<file path="src/rtl/fp_pkg.sv">
// Shared IEEE-754 single-precision field widths, integer limits and operand classification.
package fp_pkg;

  localparam int EXP_W  = 8;
  localparam int FRAC_W = 23;
  localparam int BIAS   = 127;
  localparam logic [EXP_W-1:0] EXP_MAX = 8'hFF;

  localparam logic [31:0] INT_MAX  = 32'h7FFFFFFF;
  localparam logic [31:0] INT_MIN  = 32'h80000000;
  localparam logic [31:0] UINT_MAX = 32'hFFFFFFFF;

  typedef struct packed {
    logic nan;
    logic inf;
    logic zero;
  } fp_class_t;

  // zero covers both true zero and subnormals (exponent field all zero)
  function automatic fp_class_t fp_classify(input logic [EXP_W-1:0] exp_f,
                                            input logic [FRAC_W-1:0] frac_f);
    fp_class_t c;
    c.nan  = (exp_f == EXP_MAX) && (frac_f != '0);
    c.inf  = (exp_f == EXP_MAX) && (frac_f == '0);
    c.zero = (exp_f == '0);
    return c;
  endfunction

endpackage

</file>
<file path="src/rtl/fp_cvt_align.sv">
// Aligns the 24-bit significand to an integer magnitude for unbiased exponent e,
// reporting the bits shifted out (sticky) and magnitudes that do not fit 32 bits.
module fp_cvt_align (
  input  logic [23:0]       mant,
  input  logic signed [8:0] e,
  output logic [31:0]       mag,
  output logic              sticky,
  output logic              ovf
);

  logic [4:0]  rsh;
  logic [5:0]  lsh;
  logic [55:0] wide;

  always_comb begin
    mag    = '0;
    sticky = 1'b0;
    ovf    = 1'b0;
    rsh    = '0;
    lsh    = '0;
    wide   = '0;
    if (e < 9'sd0) begin
      sticky = |mant;
    end else if (e <= 9'sd23) begin
      rsh    = 5'(9'sd23 - e);
      mag    = 32'(mant >> rsh);
      sticky = |(mant & ~(24'hFFFFFF << rsh));
    end else if (e > 9'sd55) begin
      ovf = 1'b1;
    end else begin
      // left shift into a wide intermediate so overflow is visible above bit 31
      lsh  = 6'(e - 9'sd23);
      wide = {32'd0, mant} << lsh;
      mag  = wide[31:0];
      ovf  = |wide[55:32];
    end
  end

endmodule

</file>
<file path="src/rtl/fp_to_int_cvt.sv">
// Two-stage FP32 -> int32/uint32 converter (round toward zero) with NV/NX flags
// and a valid/ready handshake on both sides.
module fp_to_int_cvt
  import fp_pkg::*;
#(
  parameter bit FTZ = 1'b1
) (
  input  logic        clk,
  input  logic        rst,
  input  logic        in_valid,
  output logic        in_ready,
  input  logic [31:0] in_fp,
  input  logic        in_unsigned,
  output logic        out_valid,
  input  logic        out_ready,
  output logic [31:0] out_int,
  output logic        out_nv,
  output logic        out_nx
);

  function automatic logic [31:0] sat_val(input logic neg, input logic uns);
    if (uns) return neg ? 32'd0 : UINT_MAX;
    else     return neg ? INT_MIN : INT_MAX;
  endfunction

  function automatic logic [31:0] apply_sign(input logic neg, input logic [31:0] mag);
    return neg ? (~mag + 32'd1) : mag;
  endfunction

  logic vld_p1, vld_p2, adv_p1, adv_p2;

  assign adv_p2   = ~vld_p2 | out_ready;
  assign adv_p1   = ~vld_p1 | adv_p2;
  assign in_ready = adv_p1;

  // ---- stage 1: decode ----
  logic                    sign_p1, uns_p1;
  logic [23:0]             mant_p1;
  fp_class_t               cls_p1;
  logic signed [8:0]       e_p1;

  always_ff @(posedge clk) begin
    if (rst)         vld_p1 <= 1'b0;
    else if (adv_p1) vld_p1 <= in_valid;
  end

  always_ff @(posedge clk) begin
    if (adv_p1 && in_valid) begin
      sign_p1 <= in_fp[31];
      uns_p1  <= in_unsigned;
      mant_p1 <= {in_fp[30:23] != '0, in_fp[22:0]};
      cls_p1  <= fp_classify(in_fp[30:23], in_fp[22:0]);
      e_p1    <= $signed({1'b0, in_fp[30:23]}) - 9'sd127;
    end
  end

  // ---- stage 2: convert ----
  logic [31:0] mag, res;
  logic        sticky, ovf, nv, nx;

  fp_cvt_align u_align (
    .mant   (mant_p1),
    .e      (e_p1),
    .mag    (mag),
    .sticky (sticky),
    .ovf    (ovf)
  );

  always_comb begin
    res = '0;
    nv  = 1'b0;
    nx  = 1'b0;
    if (cls_p1.nan) begin
      res = uns_p1 ? UINT_MAX : INT_MAX;
      nv  = 1'b1;
    end else if (cls_p1.inf) begin
      res = sat_val(sign_p1, uns_p1);
      nv  = 1'b1;
    end else if (cls_p1.zero) begin
      nx = !FTZ && (mant_p1[22:0] != '0);
    end else if (e_p1 < 9'sd0) begin
      nx = 1'b1;
    end else if (uns_p1) begin
      if (sign_p1) begin
        nv = 1'b1;
      end else if (ovf) begin
        res = UINT_MAX;
        nv  = 1'b1;
      end else begin
        res = mag;
        nx  = sticky;
      end
    end else if (e_p1 >= 9'sd31) begin
      // -2^31 is the one representable value at this exponent
      if (sign_p1 && e_p1 == 9'sd31 && mant_p1[22:0] == '0) begin
        res = INT_MIN;
      end else begin
        res = sat_val(sign_p1, 1'b0);
        nv  = 1'b1;
      end
    end else begin
      res = apply_sign(sign_p1, mag);
      nx  = sticky;
    end
  end

  always_ff @(posedge clk) begin
    if (rst) begin
      vld_p2  <= 1'b0;
      out_int <= '0;
      out_nv  <= 1'b0;
      out_nx  <= 1'b0;
    end else if (adv_p2) begin
      vld_p2 <= vld_p1;
      if (vld_p1) begin
        out_int <= res;
        out_nv  <= nv;
        out_nx  <= nx;
      end
    end
  end

  assign out_valid = vld_p2;

endmodule

</file>
<file path="config.mk">
export PLATFORM = sky130hd
export DESIGN_NAME = fp_to_int_cvt
export DESIGN_NICKNAME = d
export VERILOG_FILES = /design/src/rtl/fp_pkg.sv /design/src/rtl/fp_cvt_align.sv /design/src/rtl/fp_to_int_cvt.sv
export SDC_FILE = /design/constraint.sdc
export NUM_CORES = 1
export LEC_CHECK = 0
export BUFFER_PORTS_ARGS = -buffer_cell sky130_fd_sc_hd__buf_2
export CAP_MARGIN = 10
export CORE_UTILIZATION = 37
export DETAILED_ROUTE_END_ITERATION = 10
export SLEW_MARGIN = 20
export SYNTH_ARGS = -nofsm -noshare
export SYNTH_HDL_FRONTEND = slang
export SYNTH_HIERARCHICAL = 1
export SYNTH_SLANG_ARGS = --single-unit
</file>
<file path="constraint.sdc">
create_clock -name clk -period 14.7 [get_ports clk]
set_input_delay 2.205 -clock clk [delete_from_list [all_inputs] [get_ports clk]]
set_output_delay 2.205 -clock clk [all_outputs]
set_load 0.005 [all_outputs]
</file>
# Word-level counts from Yosys, hierarchy flattened
# Index checks and enable logic that the tools add are counted.
[totals]
ff_bits = 74
in_bits = 37
out_inout_bits = 36
wordCells = 83
[classes]
addsub = 4
order_cmp = 4
eq_ne = 2
n_shift = 3
muxes = 38
n_bitwise = 7
n_reduce_logical = 13
[ops]
columns = ["cell", "n"]
rows = [
  ["$mux W32", 17],
  ["$shl A24 B6 Y56", 1],
  ["$reduce_or A24 Y1", 2],
  ["$logic_not A23 Y1", 2],
  ["$add A32 B1 Y32 const B", 1],
  ["$not A32 Y32", 1],
  ["$shr A24 B5 Y32", 1],
  ["$and A24 B24 Y24", 1],
  ["$not A24 Y24", 1],
  ["$shl A24 B5 Y24 const A", 1],
  ["$reduce_bool A23 Y1", 1],
  ["$mux W1", 21],
  ["$eq A9 B6 Y1 const B", 1],
  ["$ge A9 B6 Y1 const B", 1],
  ["$gt A9 B7 Y1 const B", 1],
  ["$le A9 B6 Y1 const B", 1],
  ["$lt A9 B1 Y1 const B", 1],
  ["$sub A8 B7 Y9 const B", 1],
  ["$eq A8 B8 Y1 const B", 1],
  ["$logic_not A8 Y1", 1],
  ["$reduce_bool A8 Y1", 1],
  ["$sub A6 B6 Y6 const B", 1],
  ["$logic_and A1 B1 Y1", 5],
  ["$sub A5 B5 Y5 const A", 1],
  ["3 further kinds", 5],
]

# Logic depth before layout (Yosys ltp)
[depth]
ltp_word = 14
depth_mapped = 22
ltp_nobuf = 17

# Hierarchy
# Netlist, hierarchy kept.
[modules_own_cells]
columns = ["mod", "n_inst", "cells_per_inst", "area_each_um2", "seq_area_each_um2"]
rows = [
  ["fp_to_int_cvt", 1, 414, 3878.7, 1861.8],
  ["fp_cvt_align", 1, 579, 3812.4, 0.0],
]

# Worst setup path before layout
# Ideal clock, no wire load.
[synth_timing]
kind = "register to register"
startpoint = "register e_p1[3]"
endpoint = "register out_int[30]"
setup_ns = 0.137
t_arrival_ns = 4.875
t_required_ns = 14.563
path_slack_ns = 9.688
stages_incl_launch_ff = 18
n_path_buf = 3
synth_period_minus_slack_ns = 5.012
path_cell_list = "edfxtp_1 > buf_4 > clkinv_1 > clkbuf_1 > ha_1 > a41oi_1 > a31oi_1 > nor4_2 > or2_2 > or3_1 > clkbuf_1 > o22ai_1 > or4_4 > or4_4 > or4_4 > or4_1 > o2111ai_1 > a211oi_1"
[synth_between]
elab_chain_len = 14
word_cells_on_any_way = 30
classes_between = "3 x add/sub; 4 x order compare; 1 x eq/ne; 2 x shift; 16 x mux; 1 x bitwise; 3 x reduce/logical"
[synth_lines]
columns = ["element", "line_no", "rtl"]
rows = [
  ["start: declaration", "fp_to_int_cvt.sv:40", "logic signed [8:0] e_p1;"],
  ["start signal: assignment", "fp_to_int_cvt.sv:53", "e_p1 <= $signed({1'b0, in_fp[30:23]}) - 9'sd127;"],
  ["$sub A6 B6 Y6", "fp_cvt_align.sv:32", "lsh = 6'(e - 9'sd23);"],
  ["$shl A24 B6 Y56", "fp_cvt_align.sv:33", "wide = {32'd0, mant} << lsh;"],
  ["$mux W32", "fp_cvt_align.sv:28", "end else if (e > 9'sd55) begin"],
  ["$mux W32", "fp_cvt_align.sv:24", "end else if (e <= 9'sd23) begin"],
  ["$mux W32 (*)", "fp_cvt_align.sv:22", "if (e < 9'sd0) begin"],
  ["named net mag[14]", "fp_to_int_cvt.sv:58", "logic [31:0] mag, res;"],
  ["$not A32 Y32 (*)", "fp_to_int_cvt.sv:27", "return neg ? (~mag + 32'd1) : mag;"],
  ["$add A32 B1 Y32 (*)", "fp_to_int_cvt.sv:27", ""],
  ["$mux W32 (*)", "fp_to_int_cvt.sv:27", ""],
  ["$mux W32 (*)", "fp_to_int_cvt.sv:93", "end else if (e_p1 >= 9'sd31) begin"],
  ["$mux W32 (*)", "fp_to_int_cvt.sv:83", "end else if (uns_p1) begin"],
  ["$mux W32 (*)", "fp_to_int_cvt.sv:81", "end else if (e_p1 < 9'sd0) begin"],
  ["$mux W32 (*)", "fp_to_int_cvt.sv:79", "end else if (cls_p1.zero) begin"],
  ["$mux W32 (*)", "fp_to_int_cvt.sv:76", "end else if (cls_p1.inf) begin"],
  ["$mux W32 (*)", "fp_to_int_cvt.sv:73", "if (cls_p1.nan) begin"],
  ["end signal: assignment", "fp_to_int_cvt.sv:116", "out_int <= res;"],
  ["end: declaration", "fp_to_int_cvt.sv:16", "output logic [31:0] out_int,"],
]
# Mark *: on every way through the listed nets, which the timed path passes. The rest lies on a longest branch.
# A chain may end at the register's enable or synchronous reset.

# Worst setup path in the final report
[layout_timing]
startpoint = "register e_p1[0]"
endpoint = "register out_int[30]"
# The elaborated chain is that of the path after synthesis.

==> results.py <==
metrics = {
    "final_layout": {
        "drive_gt1_share_pct": 15.5,
        "postLayoutCellArea_mm2": 0.00842,
        "antenna_cells": 0,
        "area_growth_pct": 9.50,
        "nNetsFinal": 1060,
    },
    "logic_synthesis": {
        "yosys_warnings": 6,
        "synth_area_leader_cell": "edfxtp_1",
        "ys.flop_type": "edfxtp_1",
        "async_flop_share_pct": 0,
        "syn_avg_cell_area_um2": 7.75,
        "yosysMostFrequentCell": "nor2_1",
        "yosys-top-cells-count": "134 x nor2_1, 105 x nand2_1, 71 x a21oi_1, 61 x o21ai_0, 60 x mux2i_1",
        "synth_cell_types": 83,
        "ys_seq_area_share_pct": 24.2,
        "syn-num-nets": 1042,
        "synth_edf_count": 38,
        "synth_seq_cells": 74,
        "synth_top_area_share_pct": 14.8,
        "synthTopCellsByArea": "edfxtp_1 15%, dfxtp_1 9.4%, mux2i_1 7.8%",
        "syn_inst": 993,
        "netlist_area_mm2": 0.00769,
    },
    "setup_path": {
        "cpMostUsedCell": "or4_4",
        "slowest_stage": "buf_4",
        "r2r-end": "out_int[30]",
        "critPathBufInv": 3,
        "r2r_cells": 16,
        "end_kind": "flop",
        "r2r-start": "e_p1[0]",
        "slowest_delay_ns": 0.77,
        "start_kind": "flop",
        "path_delay_family": "simple AND/OR/NAND/NOR gates",
        "cp.arrival_ns": 6.45,
        "crit_path_cell_trace": "buf_4 > ha_1 > inv_1 > ha_1 > buf_4 > mux4_2 > a21oi_1 > nand2_1 > o21ai_0 > o22ai_1 > or4_4 > or4_4 > or4_4 > or4_1 > o2111ai_1 > a211oi_1",
        "crit_required_ns": 14.89,
        "crit_fanout": 77,
        "reg2reg_slack_ns": 8.45,
        "crit_cells": 16,
        "crit_type": "reg -> reg",
    },
    "detailed_routing": {
        "drtPass1Iterations": 6,
        "postRouteAntennaNets": 0,
        "wire_per_inst_um": 20.1,
        "drt_wl_total_mm": 25.9,
        "drt_iter0_drc": 1045,
        "drt-vias-per-instance": 6.31,
        "vias": 8119,
        "drcViolationCount": 0,
    },
    "pwr": {
        "p_total_w": 0.000814,
        "p_per_area_mw_per_mm2": 96.7,
        "ir_worst_vdd_mv": 0.0588,
        "p_leak_nw": 3.21,
    },
    "sta": {
        "maxSlewViolCount": 0,
        "tightestPinTransition_ns": 1.03,
        "fin_crit_sh_pct": 42.5,
        "grt_setup_unrepaired": "false",
        "fmax_mhz": 160,
        "hold_viol": 0,
        "relSlewSlack_pct": 29.6,
        "whs_ns": 0.489,
        "tns_ns": 0,
        "layout_min_cycle_time_ns": 6.25,
        "clock-skew-final_ns": 0.00790,
        "setup_viol_count_final": 0,
    },
    "die": {
        "die_h_um": 146,
        "die_area_mm2": 0.0214,
        "core-area_mm2": 0.0203,
        "rows": 52,
        "die_w_um": 146,
        "io_pins": 73,
        "start_util_pct": 37.9,
    },
    "clock_network": {
        "clk_pin_slew_ns": 0.06,
        "insertion_delay_ns": 0.35,
        "cts-root-buf": "clkbuf_16",
        "htree_levels": 3,
        "post-cts-setup-buffer-count": 0,
        "clk_path_buf_depth": 2,
        "cts_hold_buf": 0,
        "cts_num_sinks": 74,
        "cts_tree": "yes",
        "cts_buffers": 9,
        "cts_resized": 0,
    },
    "place": {
        "dp_hpwl_mm": 19.1,
        "place.gp.congestion": 0.964,
        "dpl-instance-area_mm2": 0.00811,
        "port_buffers": 72,
    },
    "global_route": {
        "grt_max_degree": 78,
        "antenna_found_initial": 0,
        "grt_use_total_pct": 24.1,
        "grt_first_pass_wirelength_mm": 40.8,
        "overflow": 0,
        "grt_pass1_vias": 7508,
    },
    "status": {
        "status": "finished clean",
    },
    "worst_hold_path": {
        "hold_class": "reg -> reg",
        "hold_end": "out_nv",
        "hold_path_depth": 2,
        "hp-start": "out_nv",
    },
    "run": {
        "drv_cap": 0,
    },
}
[layout by cell type, fill, tap and decap left out, types with 14 or more instances in the layout]
master / synthesis / layout
mux2i_1: 60 / 60
nand2_1: 105 / 105
a211oi_1: 33 / 33
nand3_1: 16 / 16
dfxtp_1: 36 / 36
nor2_1: 134 / 134
mux2_2: 19 / 19
a21oi_1: 71 / 71
nor3_1: 34 / 34
edfxtp_1: 38 / 38
nor4_1: 20 / 20
mux4_2: 14 / 14
o21ai_0: 61 / 61
buf_2: 12 / 72
o22ai_1: 29 / 29
[tightest hold or removal path, stage by stage (launching register included)]
cell and delay (ns):
dfxtp_1 0.30, nor2_1 0.10, nor3_1 0.05
[cell families (layout without fill, tap and decap cells)]
kind of cell	after synthesis	count (layout)	share of synthesized area [%]
muxes	98	98	15.6
DFF	74	74	24.2
xor gates and xnor gates	18	18	2.15
buffers and inverters	97	120	5.81
AOI/OAI and AO/OA	308	308	26.6
adders and majority gates	13	13	2.08
and+or+nand+nor	385	385	23.6
[layer usage]
layer  vias to the layer above  track usage, %  part of all wire, %
li1                       3836               -                    -
met1                      3805            32.4                   43
met2                       407            37.8                   46
met3                        71            4.53                  8.0
met4                         0            10.4                  3.4
met5                         -               0                    0
[report_power, final]
group	switching, W	internal (W)
sequential	0.0000212	0.000232
combinational	0.000211	0.000124
clock	0.0000905	0.000135
total	0.000323	0.000491
[sequential cells by signal (all words and copies together), names as in the netlist, 3 cells and up]
signal and cells:
out_int 32, mant_p1 24, cls_p1 3, e_p1 9
[final cells by class]
cell class / count / area, um^2
Fill cell: 2153 / 11900
Multi-Input combinational cell: 822 / 5390
Sequential cell: 74 / 1860
Timing Repair Buffer: 84 / 450
Tap cell: 270 / 338
Clock buffer: 12 / 278
Inverter: 20 / 75.1
Clock inverter: 4 / 28.8
[worst max path at each step]
stage | startpoint | to | slack (ns)
2_1_floorplan | e_p1[3] | out_int[30] | 9.69
3_3_place_gp | e_p1[0] | out_int[30] | 8.59
3_5_place_dp | e_p1[0] | out_int[30] | 8.50
4_1_cts | e_p1[0] | out_int[30] | 8.48
5_1_grt | e_p1[3] | out_int[30] | 8.09
6_report | e_p1[0] | out_int[30] | 8.45
[metrics by stage]
stage	setup slack (ns)	utilization [%]	instances
final	8.45	41.5	1286
after global routing	8.09	41.5	1286
after CTS	8.48	41.5	1286
after detailed placement	8.50	39.9	1270
after global placement	8.59	39.9	1270
after floorplan	9.69	-	993
No activity file was read; power rests on OpenSTA's default activity.
